## src/rtl/ym7101_dma_seq.sv

```systemverilog
// VDP DMA sequencer: 68k->VDP bus-master transfers into the write FIFO, VRAM fill and VRAM copy.
// Control outputs are decoded from the current state; counters advance only on a completed handshake.
module ym7101_dma_seq #(
  parameter int SRC_W = 22,
  parameter int LEN_W = 16
) (
  input  logic             MCLK,
  input  logic             RESET,
  input  logic             cfg_start,
  input  logic [1:0]       cfg_mode,
  input  logic [SRC_W-1:0] cfg_src,
  input  logic [15:0]      cfg_dst,
  input  logic [7:0]       cfg_inc,
  input  logic [LEN_W-1:0] cfg_len,
  input  logic             fill_trig,
  input  logic [7:0]       fill_data,
  input  logic             bg_n,
  input  logic             as_n,
  input  logic             bgack_in_n,
  output logic             br_n,
  output logic             bgack_n,
  output logic             mem_req,
  output logic [SRC_W-1:0] mem_addr,
  input  logic             mem_ack,
  input  logic [15:0]      mem_rdata,
  output logic             fifo_push,
  input  logic             fifo_full,
  output logic [15:0]      fifo_addr,
  output logic [15:0]      fifo_data,
  output logic             vram_req,
  output logic             vram_we,
  output logic [15:0]      vram_addr,
  output logic [7:0]       vram_wdata,
  input  logic             vram_ack,
  input  logic [7:0]       vram_rdata,
  output logic             busy,
  output logic             done,
  output logic [LEN_W-1:0] len_rem,
  output logic [SRC_W-1:0] src_cur
);

  typedef enum logic [3:0] {
    IDLE, BREQ, BGRANT, RD, PUSH, REL, FWAIT, FWR, CRD, CWR
  } state_e;

  state_e           state_q, state_d;
  logic [SRC_W-1:0] src_q, src_d;
  logic [15:0]      dst_q, dst_d;
  logic [7:0]       inc_q, inc_d;
  logic [LEN_W-1:0] len_q, len_d;
  logic [15:0]      word_q, word_d;
  logic [7:0]       byte_q, byte_d;

  logic             last;
  logic [SRC_W-1:0] src_next;
  logic [15:0]      dst_next;
  logic [LEN_W-1:0] len_next;

  // Source advances inside a 64K-word window: upper bits are never carried into.
  assign src_next = {src_q[SRC_W-1:16], src_q[15:0] + 16'd1};
  assign dst_next = dst_q + {8'h00, inc_q};
  assign len_next = len_q - LEN_W'(1);
  assign last     = (len_q == LEN_W'(1));

  always_ff @(posedge MCLK or negedge RESET) begin
    if (!RESET) begin
      state_q <= IDLE;
      src_q   <= '0;
      dst_q   <= '0;
      inc_q   <= '0;
      len_q   <= '0;
      word_q  <= '0;
      byte_q  <= '0;
    end else begin
      state_q <= state_d;
      src_q   <= src_d;
      dst_q   <= dst_d;
      inc_q   <= inc_d;
      len_q   <= len_d;
      word_q  <= word_d;
      byte_q  <= byte_d;
    end
  end

  always_comb begin
    state_d    = state_q;
    src_d      = src_q;
    dst_d      = dst_q;
    inc_d      = inc_q;
    len_d      = len_q;
    word_d     = word_q;
    byte_d     = byte_q;
    br_n       = 1'b1;
    bgack_n    = 1'b1;
    mem_req    = 1'b0;
    fifo_push  = 1'b0;
    vram_req   = 1'b0;
    vram_we    = 1'b0;
    vram_addr  = dst_q;
    vram_wdata = byte_q;
    busy       = 1'b1;
    done       = 1'b0;

    case (state_q)
      IDLE: begin
        busy = 1'b0;
        if (cfg_start) begin
          src_d = cfg_src;
          dst_d = cfg_dst;
          inc_d = cfg_inc;
          len_d = cfg_len;
          case (cfg_mode)
            2'b10:   state_d = FWAIT;
            2'b11:   state_d = CRD;
            default: state_d = BREQ;
          endcase
        end
      end
      BREQ: begin
        br_n = 1'b0;
        if (!bg_n && as_n && bgack_in_n) state_d = BGRANT;
      end
      BGRANT: begin
        bgack_n = 1'b0;
        state_d = RD;
      end
      RD: begin
        bgack_n = 1'b0;
        mem_req = 1'b1;
        if (mem_ack) begin
          word_d  = mem_rdata;
          state_d = PUSH;
        end
      end
      PUSH: begin
        // The captured word waits here for FIFO space, so a full FIFO never drops data.
        bgack_n = 1'b0;
        if (!fifo_full) begin
          fifo_push = 1'b1;
          src_d     = src_next;
          dst_d     = dst_next;
          len_d     = len_next;
          state_d   = last ? REL : RD;
        end
      end
      REL: begin
        busy    = 1'b0;
        done    = 1'b1;
        state_d = IDLE;
      end
      FWAIT: begin
        if (fill_trig) begin
          byte_d  = fill_data;
          state_d = FWR;
        end
      end
      FWR: begin
        vram_req = 1'b1;
        vram_we  = 1'b1;
        if (vram_ack) begin
          dst_d = dst_next;
          len_d = len_next;
          if (last) begin
            done    = 1'b1;
            state_d = IDLE;
          end
        end
      end
      CRD: begin
        vram_req  = 1'b1;
        vram_addr = src_q[15:0];
        if (vram_ack) begin
          byte_d  = vram_rdata;
          state_d = CWR;
        end
      end
      CWR: begin
        vram_req = 1'b1;
        vram_we  = 1'b1;
        if (vram_ack) begin
          src_d = src_next;
          dst_d = dst_next;
          len_d = len_next;
          if (last) begin
            done    = 1'b1;
            state_d = IDLE;
          end else begin
            state_d = CRD;
          end
        end
      end
      default: state_d = IDLE;
    endcase
  end

  assign mem_addr  = src_q;
  assign fifo_addr = dst_q;
  assign fifo_data = word_q;
  assign len_rem   = len_q;
  assign src_cur   = src_q;

endmodule

```

## config.mk

```make
export PLATFORM = sky130hd
export DESIGN_NAME = ym7101_dma_seq
export DESIGN_NICKNAME = d
export VERILOG_FILES = /design/src/rtl/ym7101_dma_seq.sv
export SDC_FILE = /design/constraint.sdc
export NUM_CORES = 1
export LEC_CHECK = 0
export BUFFER_PORTS_ARGS = -buffer_cell sky130_fd_sc_hd__clkbuf_2
export CORE_MARGIN = 4
export CORE_UTILIZATION = 44
export DETAILED_ROUTE_END_ITERATION = 8
export PLACE_DENSITY_LB_ADDON = 0.15
export SYNTH_ARGS = -nofsm -noshare
export SYNTH_HDL_FRONTEND = slang
export SYNTH_SLANG_ARGS = --single-unit
```

## constraint.sdc

```tcl
create_clock -name MCLK -period 2.3 [get_ports MCLK]
set_input_delay 0.23 -clock MCLK [delete_from_list [all_inputs] [get_ports MCLK]]
set_output_delay 0.23 -clock MCLK [all_outputs]
set_load 0.005 [all_outputs]
```

==> results.md, run 1 <==
STA:
- Setup violations remaining at the end of the flow were counted as 1.
- For this run, the top clock speed supported by timing is 0.425 GHz.
- For the pin with the worst max-slew slack, the measured transition is 0.792 ns.
- The worst pin sits at a relative slew slack of 0.471.
- The number of pins with negative max-slew slack in the final report was 0.
- Of the available clock period, the critical path in the final layout requires 1.02.
- Across all hold checks on the routed design, the worst slack comes to 0.107 ns.
- Counting I/O delays and the setup requirement, the final critical path takes 2.35 ns.
- The final clock skew is 0.0139 ns.
- Setup repair after global routing could not meet its margin everywhere.
- Across all setup checks in the final design, the least slack found is -0.0508 ns.
- The number of endpoints with negative hold slack in the final report is 0.

Hold path:
- The worst hold path belongs to the class input port to flop.

Clock tree:
- The clock reaches the later pin of the worst-skew pair after 0.35 ns.
- The number of buffers inserted during clock tree synthesis is 9.
- The register clock-pin slew on the reported worst setup and hold paths is 0.07 ns.
- TritonCTS built the clock tree.
- The root buffer cell chosen for the clock tree is clkbuf_16.
- The number of sinks on the clock net is 90.
- The H-tree was split into 3 levels.
- The clock passes through at most 2 buffers.

Global routing:
- The initial antenna violation count was 0.
- The total global-route track usage is 0.238.
- The via count of the first global-routing pass came to 5420.
- The first global-routing pass estimated 27.8 mm of wire.
- Entering global routing, the biggest net connects 51 pins.
- For this run the aggregate overflow at the end of global routing stands at 0.

Setup path:
- The worst path required time is 2.07 ns.
- The largest fanout of any net on the critical path is 2.
- The terminus of the critical flop-to-flop path is fifo_addr[10]$_DFFE_PN0P_.
- The first element of the critical path is len_rem[1]$_DFFE_PN0P_.
- The end point of the critical path is done.
- The capturing element type of the critical path is an output port.
- At the worst endpoint, the arrival time is 2.12 ns.
- The start-to-end type of the worst setup path is flop to output port.
- The launching point of the worst reg2reg path is fifo_addr[4]$_DFFE_PN0P_.
- The worst register-to-register path has a depth of 7.
- Walking the worst path, the cells encountered are inv_2, ha_4, or4b_4, nor4_4, a31oi_1, nor2b_1, buf_2.
- The register-to-register path setup slack is 0.07 ns.
- The slowest stage of the critical path is the or4b_4 cell.
- The sort of element at the start of the critical path is a flop.
- The largest single stage delay on the critical path is 0.46 ns.

Routing:
- The final routed wire length divided by cell count is 17.6 um.
- After detailed routing, the number of remaining DRC violations is 0.
- The sum of routed wire length over all layers is 17.7 mm.
- The first detailed-routing pass took 5 iterations.
- For this block, the via count after detailed routing is 5551.
- Using the TritonRoute via totals, the vias-per-cell ratio works out to 5.52.
- The starting DRC count in detailed routing is 390.
- The remaining number of nets flagged by the antenna check after routing is 0.

Placed design:
- The post-placement cell area is 6940 um2.
- Port buffering added 229 buffers.
- In this run, placement finished with an instance count of 977.
- Once detailed placement completed, the half-perimeter wirelength came to 13.1 mm.
- The global placer's final weighted congestion is 0.901.

Cells and area:
- Of the cells placed in the final design, the portion with a size suffix greater than 1 is 0.434.
- The layout net count is 950.
- Relative to the synthesized area, the layout overhead comes to 34.4%.
- The finished layout holds 1005 standard cells, fillers aside.
- The count of antenna diodes in the layout is 0.
- The finished cells cover 7470 um2.

Yosys:
- The count of warnings emitted by yosys is 0.
- Of the synthesized area, sequential elements account for 0.405.
- The synthesized design contains 0 enable-type register cells.
- The commonest register cell after synthesis is dfrtp_1.
- The unique cell type count in the Yosys netlist is 66.
- The post-synthesis cell count is 605.
- Counting flops with an async set or reset pin after synthesis yields a share of 1.00.
- The number of nets handed over by synthesis was 723.
- Synthesis inferred 90 register bits.
- The average instance in the mapped netlist occupies 9.19 um2.
- The area of the mapped netlist is 5560 um2.

Power:
- Across the VDD grid, the largest voltage drop is 0.712 mV.
- The cell leakage power is 3.44 nW.
- The total power is 0.0106 W.
- Power spread over the standard cell area amounts to 1410 nW/um2.

Die:
- The initial utilization of the core area, before any placement, comes to 0.455.
- The number of top-level pins is 230.
- The standard-cell row count is 40.
- The placeable core region is 12200 um2.
- The die covers 14500 um2.
- The die height is 120 um.
- The x dimension of the die is 120 um.

Run status:
- The checks that failed: negative setup slack.
- The flow ran to the end, but the final reports show violations.

Job:
- The tool flagged a number of max-cap violations equal to 0.
## sequential cells by signal (all words and copies together) (netlist names)
register	count
fifo_addr	16
fifo_data	16
inc_q	8
len_rem	16
mem_addr	22
state_q	4
vram_wdata	8
## power by group
group | leakage, nW | internal (W) | switching, W | total [W]
clock network | 0.134 | 0.000745 | 0.000674 | 0.00142
logic | 2.26 | 0.00291 | 0.00302 | 0.00592
registers | 1.05 | 0.00238 | 0.000843 | 0.00322
## layout make-up
cell class	instances	area [um2]
tap	168	210
sequential	90	2260
timing repair buffer	278	1650
multi-input combinational	446	3050
clock buffer	10	229
clock inverter	6	47.5
fill	1115	4740
inverter	7	26.3
## worst min-delay path by stage
stage | from | end | slack (ns) | cells after the start
finish | mem_rdata[10] | fifo_data[10]$_DFFE_PN0P_ | 0.11 | 2
CTS | cfg_inc[3] | inc_q[3]$_DFFE_PN0P_ | 0.1 | 2
global route | mem_rdata[15] | fifo_data[15]$_DFFE_PN0P_ | 0.1 | 2
global placement | RESET | len_rem[8]$_DFFE_PN0P_ | 0.26 | 1
floorplan | RESET | fifo_addr[0]$_DFFE_PN0P_ | -0.07 | 0
detailed placement | RESET | len_rem[8]$_DFFE_PN0P_ | 0.26 | 1
## stage by stage
| step | TNS [ns] | util | setup WS (ns) |
|---|---|---|---|
| 2_1_floorplan | 0 | - | 0.0644 |
| 3_3_place_gp | 0 | 0.568 | 0.0305 |
| 3_5_place_dp | -0.111 | 0.568 | -0.0604 |
| 4_1_cts | -0.157 | 0.602 | -0.0452 |
| 5_1_grt | -0.220 | 0.612 | -0.167 |
| 6_report | -0.0508 | 0.612 | -0.0508 |
## cells in the mapped netlist (3+ instances only)
library cell | n | share of area
ha_1 | 11 | 0.025
xor2_1 | 3 | 0.0047
mux2i_1 | 9 | 0.016
a21o_1 | 3 | 0.0041
dfrtp_1 | 90 | 0.41
o2bb2ai_1 | 4 | 0.0063
o21ai_0 | 38 | 0.034
and3_1 | 3 | 0.0034
mux2_2 | 38 | 0.077
nor4_1 | 8 | 0.0090
nand3_1 | 14 | 0.013
o21ai_1 | 10 | 0.0090
or3_1 | 4 | 0.0045
nor3_1 | 10 | 0.0090
nor2b_1 | 5 | 0.0056
or4_1 | 5 | 0.0068
mux2_1 | 10 | 0.020
buf_4 | 23 | 0.031
o211ai_1 | 6 | 0.0081
buf_1 | 5 | 0.0034
a2bb2oi_1 | 12 | 0.019
a211oi_1 | 6 | 0.0081
o21a_1 | 4 | 0.0054
o21bai_1 | 3 | 0.0041
nor3b_1 | 5 | 0.0068
nor2_1 | 51 | 0.034
nand2_1 | 41 | 0.028
nand2b_1 | 5 | 0.0056
clkbuf_1 | 23 | 0.016
a21oi_1 | 68 | 0.061
inv_1 | 7 | 0.0047
or2_2 | 3 | 0.0034
o22ai_1 | 12 | 0.014
a31oi_1 | 11 | 0.012
o22a_1 | 3 | 0.0047
buf_2 | 9 | 0.0081
nand4_1 | 5 | 0.0056
## cell usage in the layout, fill, tap and decap left out, types with 11 or more instances in the layout
master	n
clkbuf_2	227
dfrtp_1	87
a21oi_1	64
nor2_1	49
nand2_1	41
buf_4	39
o21ai_0	38
mux2_2	32
nand3_1	14
o22ai_1	12
a2bb2oi_1	12
mux2_4	11
a31oi_1	11
## cells by family after synthesis
kind of cell / count (synthesis) / share of synthesized area
adder cells (fa/ha/maj): 12 / 0.0284
multiplexers: 57 / 0.113
XOR/XNOR: 5 / 0.00788
AND/OR/NAND/NOR: 177 / 0.165
AO/OA/AOI/OAI: 195 / 0.214
buffers and inverters: 69 / 0.0668
flip-flops: 90 / 0.405
## worst max-delay path: cells and delay by family (launching register included)
kind,cells,cell delay (ns)
AO/OA/AOI/OAI,1,0.14
adder cells (fa/ha/maj),1,0.12
buffers and inverters,2,0.22
flip-flops,1,0.39
AND/OR/NAND/NOR,3,0.90
## per-layer routing
| layer | up-vias | share of wire | global-route usage | wire, um |
|---|---|---|---|---|
| met1 | 2657 | 0.43 | 0.303 | 7530 |
| met4 | 0 | 0.017 | 0.0829 | 306 |
| met2 | 201 | 0.49 | 0.403 | 8720 |
| li1 | 2669 | - | - | - |
| met5 | - | 0 | 0 | 0 |
| met3 | 24 | 0.063 | 0.0496 | 1120 |
## repair_timing
| item | CTS | global route |
|---|---|---|
| endpoints found under the hold margin | 40 | 0 |
| buffers inserted | 7 | 3 |
| gates resized for setup | 12 | 21 |
| pin swaps | 5 | 4 |
| setup endpoints to repair | 19 | 24 |
| hold buffers | 1 | 0 |
| cloned | 1 | 1 |
Power figures use the tool's default switching activity.
==> run 2: changes to the inputs <==
- PLACE_DENSITY: not set -> 0.77
- PLACE_DENSITY_LB_ADDON: 0.15 -> not set
==> run 2 against run 1 <==
  * The run still ends with negative setup slack left
  * Largest power group unchanged
  * Cell count is 0.30% higher
  * Wire length shrank 2.2%
  * Critical endpoint unchanged
  * Sequential cell count unchanged
  * Die area unchanged
==> results.md, run 2 (synthesized netlist as in run 1, its figures left out) <==
Routing:
- The sum of routed wire length over all layers is 17.3 mm (was 17.7 mm).
- The number of remaining DRC errors is 0 (unchanged).
- The starting DRC count in detailed routing is 377 (was 390).
- The final routed wire length divided by cell count is 17.1 um (was 17.6 um).
- The iteration count of the initial detailed-routing pass is 5 (unchanged).
- The remaining number of nets flagged by the antenna check after routing is 0 (unchanged).
- The via count normalized by instance count was 5.60 (was 5.52).
- The detailed-route via count is 5640 (was 5551).

Cells and area:
- The layout net count is 953 (was 950).
- The area added between synthesis and finish is 35.0% (was 34.4%).
- The count of antenna diodes in the layout is 0 (unchanged).
- The most common cell after layout, fill and taps aside was clkbuf_2 (unchanged).
- The number of flip-flops in the largest register was 22 (unchanged).
- Leading cell types in the layout, fill and taps excluded: clkbuf_2, dfrtp_1, a21oi_1, nor2_1, buf_4 (was clkbuf_2, dfrtp_1, a21oi_1, nor2_1, nand2_1).
- The fraction of final layout cells with drive strength greater than 1 came to 0.440 (was 0.434).

Clock tree:
- The number of buffers inserted during clock tree synthesis is 9 (unchanged).
- The TritonCTS clock tree is yes (unchanged).
- The root buffer cell is clkbuf_16 (unchanged).
- The maximum level of the CTS H-tree is 3 (unchanged).
- The register clock-pin slew on the reported worst setup and hold paths was 0.07 ns (about the same).
- The worst-skew pair later-pin latency is 0.35 ns (about the same).
- The deepest clock path buffer count is 2 (unchanged).
- The number of sinks on the clock net is 90 (unchanged).

Die:
- The placeable core region came to 12200 um2 (unchanged).
- The x dimension of the die is 120 um (unchanged).
- The die height is 120 um (unchanged).
- The die area was 14500 um2 (unchanged).
- The initial core utilization was 0.455 (unchanged).
- The number of top-level pins is 230 (unchanged).
- The standard-cell row count is 40 (unchanged).

STA:
- The final-report setup violation count came to 1 (unchanged).
- The number of pins with negative max-slew slack in the final report came to 0 (unchanged).
- The tightest slew margin relative to the limit is 0.559 (was 0.471).
- The post-layout minimum cycle time is 2.43 ns (was 2.35 ns).
- The summed negative setup slack over all endpoints was -0.133 ns (was -0.0508 ns).
- The number of endpoints with negative hold slack in the final report is 0 (unchanged).
- Unrepaired setup endpoints after global routing: yes (unchanged).
- The minimum setup slack in the final design came to -0.133 ns (was -0.0508 ns).
- The transition at the pin with the smallest max-transition slack was 0.659 ns (was 0.792 ns).
- The maximum clock frequency is 0.411 GHz (was 0.425 GHz).
- The period utilization is 1.06 (was 1.02).
- The final clock skew is 0.00643 ns (was 0.0139 ns).

Global routing:
- The peak-usage layer in the global routing report is met2 (unchanged).
- The global routing met3 resource utilization is 0.0543 (was 0.0496).
- The met1 track demand over resource in global routing is 0.309 (was 0.303).
- The met2 layer usage reported by global route was 0.383 (was 0.403).
- The largest net degree at the start of global routing is 45 (was 51).
- The via count of the first global-routing pass is 5424 (was 5420).
- The first-pass GRT wire length was 27.5 mm (was 27.8 mm).
- The overflow left after global routing is 0 (unchanged).
- The initial antenna violation count came to 0 (unchanged).
- The total global-route track usage came to 0.235 (was 0.238).

Setup path:
- The worst path required time is 2.07 ns (about the same).
- The number of buffer and inverter instances along the worst setup path came to 3 (was 2).
- The start-to-end type of the worst setup path is flop to output port (unchanged).
- The family of cells with the greatest summed delay on the critical path is simple AND/OR/NAND/NOR gates (unchanged).
- The cell at the slowest stage of the critical path is or4b_4 (unchanged).
- The critical path data arrival time came to 2.20 ns (was 2.12 ns).
- The sort of element at the start of the critical path is a flop (unchanged).
- The delay of the slowest critical-path stage was 0.47 ns (was 0.46 ns).
- The largest fanout of any net on the critical path came to 2 (unchanged).
- The register-to-register path setup slack is 0.13 ns (was 0.07 ns).
- Critical Path, Cell by Cell: inv_2, ha_4, or4b_4, nor4_4, buf_4, a31oi_1, nor2b_1, buf_2 (was inv_2, ha_4, or4b_4, nor4_4, a31oi_1, nor2b_1, buf_2).
- The capturing element type of the critical path is an output port (unchanged).

Power:
- The switching power was 0.00456 W (was 0.00453 W).
- The fraction of power spent switching nets came to 0.427 (was 0.429).
- The cell leakage power is 3.45 nW (was 3.44 nW).
- The register share of total power is 0.302 (was 0.305).
- The total power is 0.0107 W (was 0.0106 W).
- The combinational cell fraction of total power was 0.563 (was 0.561).
- The power per unit of standard cell area came to 1420 nW/um2 (was 1410 nW/um2).
- The share of total power in the clock network is 0.135 (was 0.134).
- The maximum VDD drop is 0.756 mV (was 0.712 mV).
- The design internal power is 0.00611 W (was 0.00603 W).

Hold path:
- The class of the worst hold path is input port to flop (unchanged).

Job:
- The number of violations of the max-capacitance limit is 0 (unchanged).

Placed design:
- The port buffer count came to 229 (unchanged).
- The total half-perimeter wirelength after legalization and detailed placement was 12.6 mm (was 13.1 mm).
- The global placer's final weighted congestion is 0.876 (was 0.901).

Run status:
- Failing checks: negative setup slack (unchanged).
- Status: finished, violations left (unchanged).
run 2: cell count changes in the layout (fill, tap and decap cells not counted), moves of 2 or more:
cell,before,now
buf_6,1,3
nor2_2,2,0
a21oi_2,4,2
mux2_4,11,13
mux2_1,5,3
a21oi_1,64,66
buf_4,39,42
run 2: path summary, 6_finish.rpt:
kind | from | to | cells after the start
max in group asynchronous | RESET | inc_q[0]$_DFFE_PN0P_ | 3
setup reg to reg | state_q[2]$_DFFE_PN0P_ | fifo_addr[14]$_DFFE_PN0P_ | 5
min in group asynchronous | RESET | fifo_data[0]$_DFFE_PN0P_ | 2
setup / recovery | len_rem[1]$_DFFE_PN0P_ | done | 8
hold reg to reg | fifo_data[13]$_DFFE_PN0P_ | fifo_data[13]$_DFFE_PN0P_ | 1
hold / removal | mem_rdata[11] | fifo_data[11]$_DFFE_PN0P_ | 2
run 2: repair_timing:
item | in CTS | in global routing
resized for setup | 26 | 16
setup endpoints to repair | 18 | 37
hold buffers | 1 | 0
pin swaps | 4 | 4
buffers inserted | 15 | 5
endpoints found under the hold margin | 36 | 0
cloned | 1 | 0
run 2: worst register-to-register path, stage by stage (launching register included):
cell and delay, ns:
dfrtp_2 0.41, buf_4 0.18, or4bb_4 0.56, and3_4 0.27, or4_1 0.51, o211ai_1 0.16
run 2: power groups by stage:
stage	clock (W)	combinational [W]	sequential, W
detailed placement	0	0.00558	0.00326
global placement	0	0.00550	0.00322
floorplan	0	0.00354	0.00310
finish	0.00144	0.00601	0.00323
CTS	0.00148	0.00591	0.00321
global route	0.00155	0.00664	0.00335
run 2: per-stage QoR:
step            util  hold slack, ns  area [um2]  setup WS [ns]  std cells
6_report       0.614           0.112        7500         -0.133       1008
5_1_grt        0.614           0.101        7500         -0.216       1008
4_1_cts        0.611          0.0977        7470         -0.104       1009
3_5_place_dp   0.568           0.234        6940        0.00499        976
3_3_place_gp   0.568           0.232        6940         0.0350        976
2_1_floorplan      -         -0.0656        5560         0.0644        605
run 2: final cells by class:
cell class | count | area, um2
timing repair buffer | 281 | 1640
multi-input combinational | 446 | 3080
clock buffer | 9 | 225
sequential | 90 | 2260
tap | 168 | 210
fill | 1108 | 4710
inverter | 7 | 26.3
clock inverter | 7 | 61.3
run 2: metal layers:
metal	wire (um)	up-vias
met3	1390	31
met4	363	0
li1	-	2679
met5	0	-
met2	8480	250
met1	7040	2680
